### src/rtl/ysyx_22050710_pkg.sv
`default_nettype none
// ============================================================================
//  Module      : ysyx_22050710_pkg
//  Description : Shared definitions for the SRAM-like port arbiter.
//                ARB_ID_*  : owner tags stored in the in-flight ID FIFO.
//                arb_state_e : lock FSM encoding.
//  Revision    : 1.0  initial release
// ============================================================================
package ysyx_22050710_pkg;

    localparam logic ARB_ID_INST = 1'b0;
    localparam logic ARB_ID_DATA = 1'b1;

    typedef enum logic [0:0] {
        ARB_IDLE   = 1'b0,
        ARB_LOCKED = 1'b1
    } arb_state_e;

endpackage
`default_nettype wire

### src/rtl/ysyx_22050710_id_fifo.sv
`default_nettype none
// ============================================================================
//  Module      : ysyx_22050710_id_fifo
//  Description : Small in-order FIFO recording which master owns each
//                outstanding request. Push and pop may happen together in
//                any state, including full (occupancy then stays the same).
//  Ports       : i_clk, i_rst_n (async, active-low)
//                i_push / i_din  : write one entry
//                i_pop           : retire the head entry
//                o_dout          : head entry
//                o_full, o_empty : occupancy flags from the registered count
//  Revision    : 1.0  initial release
// ============================================================================
module ysyx_22050710_id_fifo #(
    parameter int WIDTH = 1,
    parameter int DEPTH = 4
) (
    input  logic             i_clk,
    input  logic             i_rst_n,
    input  logic             i_push,
    input  logic [WIDTH-1:0] i_din,
    input  logic             i_pop,
    output logic [WIDTH-1:0] o_dout,
    output logic             o_full,
    output logic             o_empty
);

    localparam int                PTR_WD   = $clog2(DEPTH);
    localparam logic [PTR_WD:0]   FULL_CNT = (PTR_WD + 1)'(DEPTH);

    logic [WIDTH-1:0]  r_mem [DEPTH];
    logic [PTR_WD-1:0] r_wr_ptr;
    logic [PTR_WD-1:0] r_rd_ptr;
    logic [PTR_WD:0]   r_count;

    // Pointers are exactly log2(DEPTH) wide, so they wrap modulo DEPTH.
    always_ff @(posedge i_clk or negedge i_rst_n) begin
        if (!i_rst_n) begin
            r_wr_ptr <= '0;
            r_rd_ptr <= '0;
            r_count  <= '0;
        end else begin
            if (i_push) r_wr_ptr <= r_wr_ptr + 1'b1;
            if (i_pop)  r_rd_ptr <= r_rd_ptr + 1'b1;
            case ({i_push, i_pop})
                2'b10:   r_count <= r_count + 1'b1;
                2'b01:   r_count <= r_count - 1'b1;
                default: r_count <= r_count;
            endcase
        end
    end

    // Storage carries no reset; entries are only read when the count says valid.
    always_ff @(posedge i_clk) begin
        if (i_push) r_mem[r_wr_ptr] <= i_din;
    end

    assign o_dout  = r_mem[r_rd_ptr];
    assign o_full  = (r_count == FULL_CNT);
    assign o_empty = (r_count == '0);

endmodule
`default_nettype wire

### src/rtl/ysyx_22050710_sram_arbiter.sv
`default_nettype none
// ============================================================================
//  Module      : ysyx_22050710_sram_arbiter
//  Description : Shares one SRAM-like slave port between the inst (IF) and
//                data (MEM) masters. Data has priority; a grant is held while
//                the slave stalls an address phase; an ID FIFO routes each
//                in-order response back to the issuing master.
//  Ports       : i_clk, i_rst_n (async, active-low)
//                i_{inst,data}_sram_*  : master requests
//                o_{inst,data}_sram_*  : addr_ok / data_ok / rdata per master
//                o_sram_*              : muxed request to the slave
//                i_sram_addr_ok, i_sram_data_ok, i_sram_rdata : slave replies
//  Revision    : 1.0  initial release
// ============================================================================
module ysyx_22050710_sram_arbiter
    import ysyx_22050710_pkg::*;
#(
    parameter int SRAM_ADDR_WD  = 32,
    parameter int SRAM_DATA_WD  = 64,
    parameter int SRAM_WMASK_WD = 8,
    parameter int MAX_OUTST     = 4
) (
    input  logic                     i_clk,
    input  logic                     i_rst_n,
    // inst master
    input  logic                     i_inst_sram_req,
    input  logic                     i_inst_sram_wr,
    input  logic [1:0]               i_inst_sram_size,
    input  logic [SRAM_ADDR_WD-1:0]  i_inst_sram_addr,
    input  logic [SRAM_WMASK_WD-1:0] i_inst_sram_wstrb,
    input  logic [SRAM_DATA_WD-1:0]  i_inst_sram_wdata,
    output logic                     o_inst_sram_addr_ok,
    output logic                     o_inst_sram_data_ok,
    output logic [SRAM_DATA_WD-1:0]  o_inst_sram_rdata,
    // data master
    input  logic                     i_data_sram_req,
    input  logic                     i_data_sram_wr,
    input  logic [1:0]               i_data_sram_size,
    input  logic [SRAM_ADDR_WD-1:0]  i_data_sram_addr,
    input  logic [SRAM_WMASK_WD-1:0] i_data_sram_wstrb,
    input  logic [SRAM_DATA_WD-1:0]  i_data_sram_wdata,
    output logic                     o_data_sram_addr_ok,
    output logic                     o_data_sram_data_ok,
    output logic [SRAM_DATA_WD-1:0]  o_data_sram_rdata,
    // slave
    output logic                     o_sram_req,
    output logic                     o_sram_wr,
    output logic [1:0]               o_sram_size,
    output logic [SRAM_ADDR_WD-1:0]  o_sram_addr,
    output logic [SRAM_WMASK_WD-1:0] o_sram_wstrb,
    output logic [SRAM_DATA_WD-1:0]  o_sram_wdata,
    input  logic                     i_sram_addr_ok,
    input  logic                     i_sram_data_ok,
    input  logic [SRAM_DATA_WD-1:0]  i_sram_rdata
);

    arb_state_e r_state;
    logic       r_lock_owner;

    logic w_grant;
    logic w_gnt_data;
    logic w_req;
    logic w_full;
    logic w_empty;
    logic w_head;
    logic w_sram_req;
    logic w_accept;
    logic w_pop;

    // A stalled address phase keeps its owner so the slave never sees the
    // presented request change before it is accepted.
    assign w_grant    = (r_state == ARB_LOCKED) ? r_lock_owner
                      : (i_data_sram_req ? ARB_ID_DATA : ARB_ID_INST);
    assign w_gnt_data = (w_grant == ARB_ID_DATA);
    assign w_req      = w_gnt_data ? i_data_sram_req : i_inst_sram_req;
    // Reset gating keeps every output low while i_rst_n is asserted.
    assign w_sram_req = w_req & ~w_full & i_rst_n;
    assign w_accept   = w_sram_req & i_sram_addr_ok;
    // Responses with nothing outstanding are discarded.
    assign w_pop      = i_sram_data_ok & ~w_empty;

    always_ff @(posedge i_clk or negedge i_rst_n) begin
        if (!i_rst_n) begin
            r_state      <= ARB_IDLE;
            r_lock_owner <= ARB_ID_INST;
        end else begin
            case (r_state)
                ARB_IDLE: begin
                    if (w_sram_req && !i_sram_addr_ok) begin
                        r_state      <= ARB_LOCKED;
                        r_lock_owner <= w_grant;
                    end
                end
                ARB_LOCKED: begin
                    if (w_accept) r_state <= ARB_IDLE;
                end
                default: r_state <= ARB_IDLE;
            endcase
        end
    end

    ysyx_22050710_id_fifo #(
        .WIDTH (1),
        .DEPTH (MAX_OUTST)
    ) u_id_fifo (
        .i_clk   (i_clk),
        .i_rst_n (i_rst_n),
        .i_push  (w_accept),
        .i_din   (w_grant),
        .i_pop   (w_pop),
        .o_dout  (w_head),
        .o_full  (w_full),
        .o_empty (w_empty)
    );

    // Request fields follow the inst master whenever data is not granted.
    always_comb begin
        o_sram_req   = w_sram_req;
        o_sram_wr    = 1'b0;
        o_sram_size  = '0;
        o_sram_addr  = '0;
        o_sram_wstrb = '0;
        o_sram_wdata = '0;
        if (i_rst_n) begin
            if (w_gnt_data) begin
                o_sram_wr    = i_data_sram_wr;
                o_sram_size  = i_data_sram_size;
                o_sram_addr  = i_data_sram_addr;
                o_sram_wstrb = i_data_sram_wstrb;
                o_sram_wdata = i_data_sram_wdata;
            end else begin
                o_sram_wr    = i_inst_sram_wr;
                o_sram_size  = i_inst_sram_size;
                o_sram_addr  = i_inst_sram_addr;
                o_sram_wstrb = i_inst_sram_wstrb;
                o_sram_wdata = i_inst_sram_wdata;
            end
        end
    end

    assign o_inst_sram_addr_ok = w_accept & ~w_gnt_data;
    assign o_data_sram_addr_ok = w_accept &  w_gnt_data;
    assign o_inst_sram_data_ok = w_pop & (w_head == ARB_ID_INST);
    assign o_data_sram_data_ok = w_pop & (w_head == ARB_ID_DATA);
    assign o_inst_sram_rdata   = i_rst_n ? i_sram_rdata : '0;
    assign o_data_sram_rdata   = i_rst_n ? i_sram_rdata : '0;

    a_no_orphan_rsp: assert property (
        @(posedge i_clk) disable iff (!i_rst_n) !(i_sram_data_ok && w_empty)
    ) else $warning("sram data_ok with no outstanding request dropped");

endmodule
`default_nettype wire
### config.mk
export PLATFORM = sky130hd
export DESIGN_NAME = ysyx_22050710_sram_arbiter
export DESIGN_NICKNAME = d
export VERILOG_FILES = /design/src/rtl/ysyx_22050710_pkg.sv /design/src/rtl/ysyx_22050710_id_fifo.sv /design/src/rtl/ysyx_22050710_sram_arbiter.sv
export SDC_FILE = /design/constraint.sdc
export NUM_CORES = 1
export LEC_CHECK = 0
export ABC_AREA = 0
export ABC_CLOCK_PERIOD_IN_PS = 2000
export CELL_PAD_IN_SITES_DETAIL_PLACEMENT = 0
export CELL_PAD_IN_SITES_GLOBAL_PLACEMENT = 2
export CORE_AREA = 2 2 206 208
export DETAILED_ROUTE_END_ITERATION = 10
export DIE_AREA = 0 0 208 210
export GPL_ROUTABILITY_DRIVEN = 1
export PLACE_DENSITY_LB_ADDON = 0.1
export RECOVER_POWER = 100
export SETUP_SLACK_MARGIN = 0.2
export SYNTH_ARGS = -nofsm -noshare
export SYNTH_HDL_FRONTEND = slang
export SYNTH_SLANG_ARGS = --single-unit
### constraint.sdc
create_clock -name i_clk -period 2 [get_ports i_clk]
set_input_delay 0.2 -clock i_clk [delete_from_list [all_inputs] [get_ports i_clk]]
set_output_delay 0.2 -clock i_clk [all_outputs]
set_load 0.05 [all_outputs]
# Word-level counts from Yosys, hierarchy flattened
# Memory sizes are Yosys's and may differ from the RTL's.
# Cells that the tools add are included.
# word_totals
ff_bits,9
elab_cells,51
mem_count,1
ram_bits,4
input_bits,284
# classes
n_mux,20
reduce_logical,5
addsub,4
eq_ne,3
bitwise,13
# mem_list
name,depth,width,read_ports,rd_clocked_by_memory_dff,write_ports,line_no,source
u_id_fifo.r_mem,4,1,1,0,1,ysyx_22050710_id_fifo.sv:31,logic [WIDTH-1:0] r_mem [DEPTH];
# op_table
cell,count
2-to-1 mux 64 bit,3
2-to-1 mux 32 bit,2
2-to-1 mux 8 bit,2
2-to-1 mux 1 bit,9
AND 1 bit,8
case mux 3 bit (2 select lines),1
inverter 1 bit,5
"adder 2 x 1 -> 2 bit, second input constant",2
2-to-1 mux 2 bit,2
"adder 3 x 1 -> 3 bit, second input constant",1
"== test 3 bit, second input constant",1
logical NOT 3 bit,1
"subtractor 3 x 1 -> 3 bit, second input constant",1
"== test 2 x 1 -> 1 bit, second input constant",1
"== test 2 bit, second input constant",1
case mux 1 bit (2 select lines),1
AND reduction 2 bit,1
nonzero test 2 bit,1
logical AND 1 bit,1
logical NOT 1 bit,1

# Logic depth before layout (Yosys ltp)
# depth
ltp_word,8
mapped_depth,10

# By module
# A second synthesis with hierarchy kept.
# unflattened
hier_cells,549
area_unflattened_um2,3389.5
# modules_own_cells
module,cells_each,n_inst,seq_area_each_um2,area_per_inst_um2
ysyx_22050710_sram_arbiter,508,1,50.0,2851.5
ysyx_22050710_id_fifo,41,1,295.3,538.0

# Worst setup path after synthesis
# Ideal clock, no wire load.
# synth_path
kind,register -> output
start,register with a tool-made name
end,output o_sram_addr[18]
path_stages_with_launch,8
path_slack_ps,-422
path_buffers,3
required_ps,1800
arrival_time_ps,2222
cell_sequence,dfrtp_1 nand2_1 a21boi_1 buf_4 buf_6 buf_4 nand2_1 a21boi_0
# synth_lines
item,line_no,source
to (decl),ysyx_22050710_sram_arbiter.sv:49,"output logic [SRAM_ADDR_WD-1:0] o_sram_addr,"

==> key figures <==
Critical path
  – CP Data Arrival Time: ~1.8 ns
  – CP Launch Type: flip-flop
  – Worst path slowest cell: dfrtp_1
  – Critical Path RT: between 1.5 and 2 ns
  – Worst reg-to-reg path cell count: 9
  – Worst path most repeated cell: buf_12
  – RR Startpoint: u_id_fifo.r_count[1]
  – Worst-path cell chain: nand2_2 -> a21boi_4 -> buf_12 -> buf_12 -> buf_12 -> clkbuf_16 -> nand2_1 -> a21boi_2 -> buf_6
  – Worst Path Max Fanout: 8
  – Largest stage delay on the critical path: ~0.40 ns
  – Crit Path Class: flip-flop to output port
  – CP Capture Type: output port
  – Reg2Reg Setup Slack: around 0.13 ns
  – R2R Path End: u_id_fifo.r_count[2]

Synthesis
  – Top cells by area in the synthesized netlist: nand2_1 24%, a21boi_0 18%, buf_4 14%
  – Largest area contributor in the netlist: nand2_1
  – Main combinational cell family by area after synthesis: simple AND/OR/NAND/NOR gates
  – XOR/XNOR Fraction of Synth Area: 0.0153
  – Mux contribution to synthesized area: 0.0161
  – Post-Synth Adder-Cell Area: 0.0241
  – Post-synthesis sequential area ratio: 0.101
  – Yosys cell types: 30
  – Synth Area in Simple Gates: 0.381
  – Post-synth top area share: 0.238
  – Cell Area, Synth: 0.00343 mm2
  – #FFs+latches synth: 13
  – Syn Inst Count: 554
  – Mean Syn Cell Area: 6.19 um2
  – Compound-Gate Fraction of Synth Area: 0.247
  – Syn_nets: 844
  – Yosys warnings: 0

STA
  – Fin crit share: 1.02
  – Max Freq: roughly 500 MHz
  – Slew Viols, Final: 0
  – Clk_skew: approximately 0.0017 ns
  – Hold WS: -0.0250 ns
  – Fin crit period: between 2 and 2.5 ns
  – Relative slew slack: 0.661
  – Unrepaired setup endpoints after global routing: true
  – Final setup viols: 12
  – Final hold viol count: 5
  – Worst Tran Pin Value: around 0.5 ns
  – Final WS setup: -0.0307 ns

Floorplanning
  – Starting Density: 0.0826
  – Chip Height: 210 um
  – Die area: roughly 0.044 mm2
  – Core area: 0.0415 mm2
  – Rows: 75
  – Die Wd: ~210 um
  – I/O pin cnt: 524

Route
  – Total Wirelength: 29.6 mm
  – Vias: roughly 5,400
  – DRC viols: 0
  – Wirelength per Cell: between 15 and 20 um
  – DRT iter0 DRCs: 170
  – TritonRoute pass-1 iters: 4
  – Vias per cell: 3.45
  – Detail Route Antenna Nets: 0

CTS
  – Worst-path clk slew: 0.05 ns
  – Clk_lat worst skew: between 0.2 and 0.25 ns
  – H-tree levels: 1
  – Maximum clock path buffer count: 2
  – Root Driver: clkbuf_16
  – # clock sinks: 13
  – Cts hold-fix bufs: 0
  – CTS tree: done
  – Number of buffers created by CTS: 3

Status
  – Status: finished, violations left
  – Failing checks: hold timing, setup timing

Power
  – Pleak: 4.83 nW
  – Pwr Density: roughly 950 mW/mm2
  – Pwr Total: between 10 and 15 mW
  – Peak supply drop: 0.606 mV

Worst hold path
  – Worst Hold Class: input port to async pin

Finish
  – NumNets Final: approximately 1,300
  – Design Area, Final: about 0.012 mm2
  – Post-Layout Cell Count: around 1,600
  – Final Util: 0.283
  – Layout cell share with drive strength beyond 1: 0.431
  – P&R area growth vs syn: 242%

Global route
  – All-Layer GR Usage: 0.127
  – Pin count of the biggest net entering global routing: between 100 and 150
  – First-pass GRT wire length: a little over 40 mm
  – Grt total ovfl: 0
  – Initial antenna violation count: 14
  – Vias in the first global route: ~5,900

Place
  – Estimated wirelength of the detail-placed design: between 20 and 25 mm
  – DP Cell Count: 1,543
  – Placed cell area: between 0.01 and 0.015 mm2
  – Placer congestion estimate: a little over 0.7
  – Port buffer count: 523

Job
  – Max_cap viols: 0
-- report_power, final --
group / leakage (nW) / total (mW) / switching [mW] / internal (mW)
Clock: 0.0382 / 0.377 / 0.108 / 0.269
Sequential: 0.140 / 0.503 / 0.103 / 0.400
Combinational: 4.66 / 10.2 / 5.79 / 4.41
Total: 4.83 / 11.1 / 6.00 / 5.08
-- sequential cells by signal, indices dropped and copies added, names as in the netlist, named ones only --
register / cells
u_id_fifo.r_count: 3
u_id_fifo.r_rd_ptr: 2
u_id_fifo.r_mem: 4
r_lock_owner: 1
u_id_fifo.r_wr_ptr: 2
-- what timing repair did --
item | CTS | global route
pin swaps | 6 | 24
setup endpoints to repair | 112 | 112
hold endpoints to repair | 0 | 0
buffers inserted | 4 | 4
gates resized for setup | 145 | 47
gates cloned | 3 | 4
-- cell usage after synthesis --
library cell,count
clkinv_4,1
nor3_1,1
clkbuf_1,19
nand2_1,217
nor4_1,1
nand2b_1,1
o31ai_1,1
mux4_2,1
nand3_1,1
a21oi_1,1
buf_2,17
nor2_1,4
nor3_4,1
o31ai_2,1
a21boi_0,84
a21boi_1,24
fa_1,1
mux2_1,1
xnor2_1,5
buf_6,4
o21ai_0,2
dfrtp_1,9
mux2_2,1
ha_1,5
xor2_1,1
buf_4,66
and2_1,70
inv_1,9
edfxtp_1,4
mux2i_1,1
-- final cells by class --
cell class / count / area, um2
antenna: 3 / 7.51
clock buffer: 4 / 78.8
timing repair inverter: 1 / 16.3
sequential: 13 / 348
fill: 4405 / 29800
tap: 539 / 674
multi-input combinational: 425 / 3130
inverter: 10 / 42.5
timing repair buffer: 570 / 7430
-- metal layers --
layer / vias up / share of wire / GRT usage
met4: 20 / 0.0025 / 0.00587
met5: - / 0.0042 / 0
met1: 2406 / 0.32 / 0.123
met2: 297 / 0.55 / 0.247
met3: 22 / 0.12 / 0.0669
li1: 2648 / - / -
-- kinds of logic (layout without fill, tap and decap cells) --
kind of cell,count (synthesis),count (layout)
AOI/OAI and AO/OA,113,113
xor gates and xnor gates,6,6
adders and majority gates,6,6
buffers and inverters,116,585
DFF,13,13
muxes,4,4
other,0,3
and+or+nand+nor,296,296
-- worst max-delay path: cells and delay by family, from the launching register on --
| family | cells | cell delay, ns |
|---|---|---|
| compound gates | 2 | 0.32 |
| buf+inv | 5 | 0.69 |
| flops | 1 | 0.40 |
| simple gates | 2 | 0.15 |
-- cells in the final DEF (no fill, tap or decap), drive strengths merged --
cell,instances
mux2i,1
and2,70
edfxtp,4
mux2,2
nand3,1
o21ai,2
a21boi,108
xnor2,5
o31ai,2
diode,3
clkdlybuf4s50,281
nand2,217
xor2,1
a21oi,1
nor2,4
nor4,1
nor3,2
mux4,1
nand2b,1
dfrtp,9
ha,5
fa,1
buf,284
clkbuf,8
clkinv,2
inv,9
dlygate4sd2,1
-- worst max-delay path by stage --
stage / cells past startpoint / slack [ns] / to
6_report: 9 / -0.03 / o_sram_wdata[62]
5_1_grt: 9 / -0.11 / o_sram_wdata[53]
4_1_cts: 9 / -0.03 / o_sram_wdata[42]
3_5_place_dp: 8 / -0.27 / o_sram_addr[18]
3_3_place_gp: 8 / -0.19 / o_sram_addr[18]
2_1_floorplan: 7 / -0.03 / o_sram_addr[18]
-- metrics by stage --
| stage | hold WS, ns | setup TNS [ns] | setup slack (ns) |
|---|---|---|---|
| 4_1_cts | 0.00364 | -0.321 | -0.0297 |
| 6_report | -0.0250 | -0.187 | -0.0307 |
| 3_3_place_gp | 0.275 | -9.22 | -0.194 |
| 2_1_floorplan | -0.0956 | -0.0336 | -0.0336 |
| 5_1_grt | 0.00823 | -5.74 | -0.113 |
| 3_5_place_dp | 0.259 | -13.38 | -0.274 |
Power figures use the tool's default switching activity.
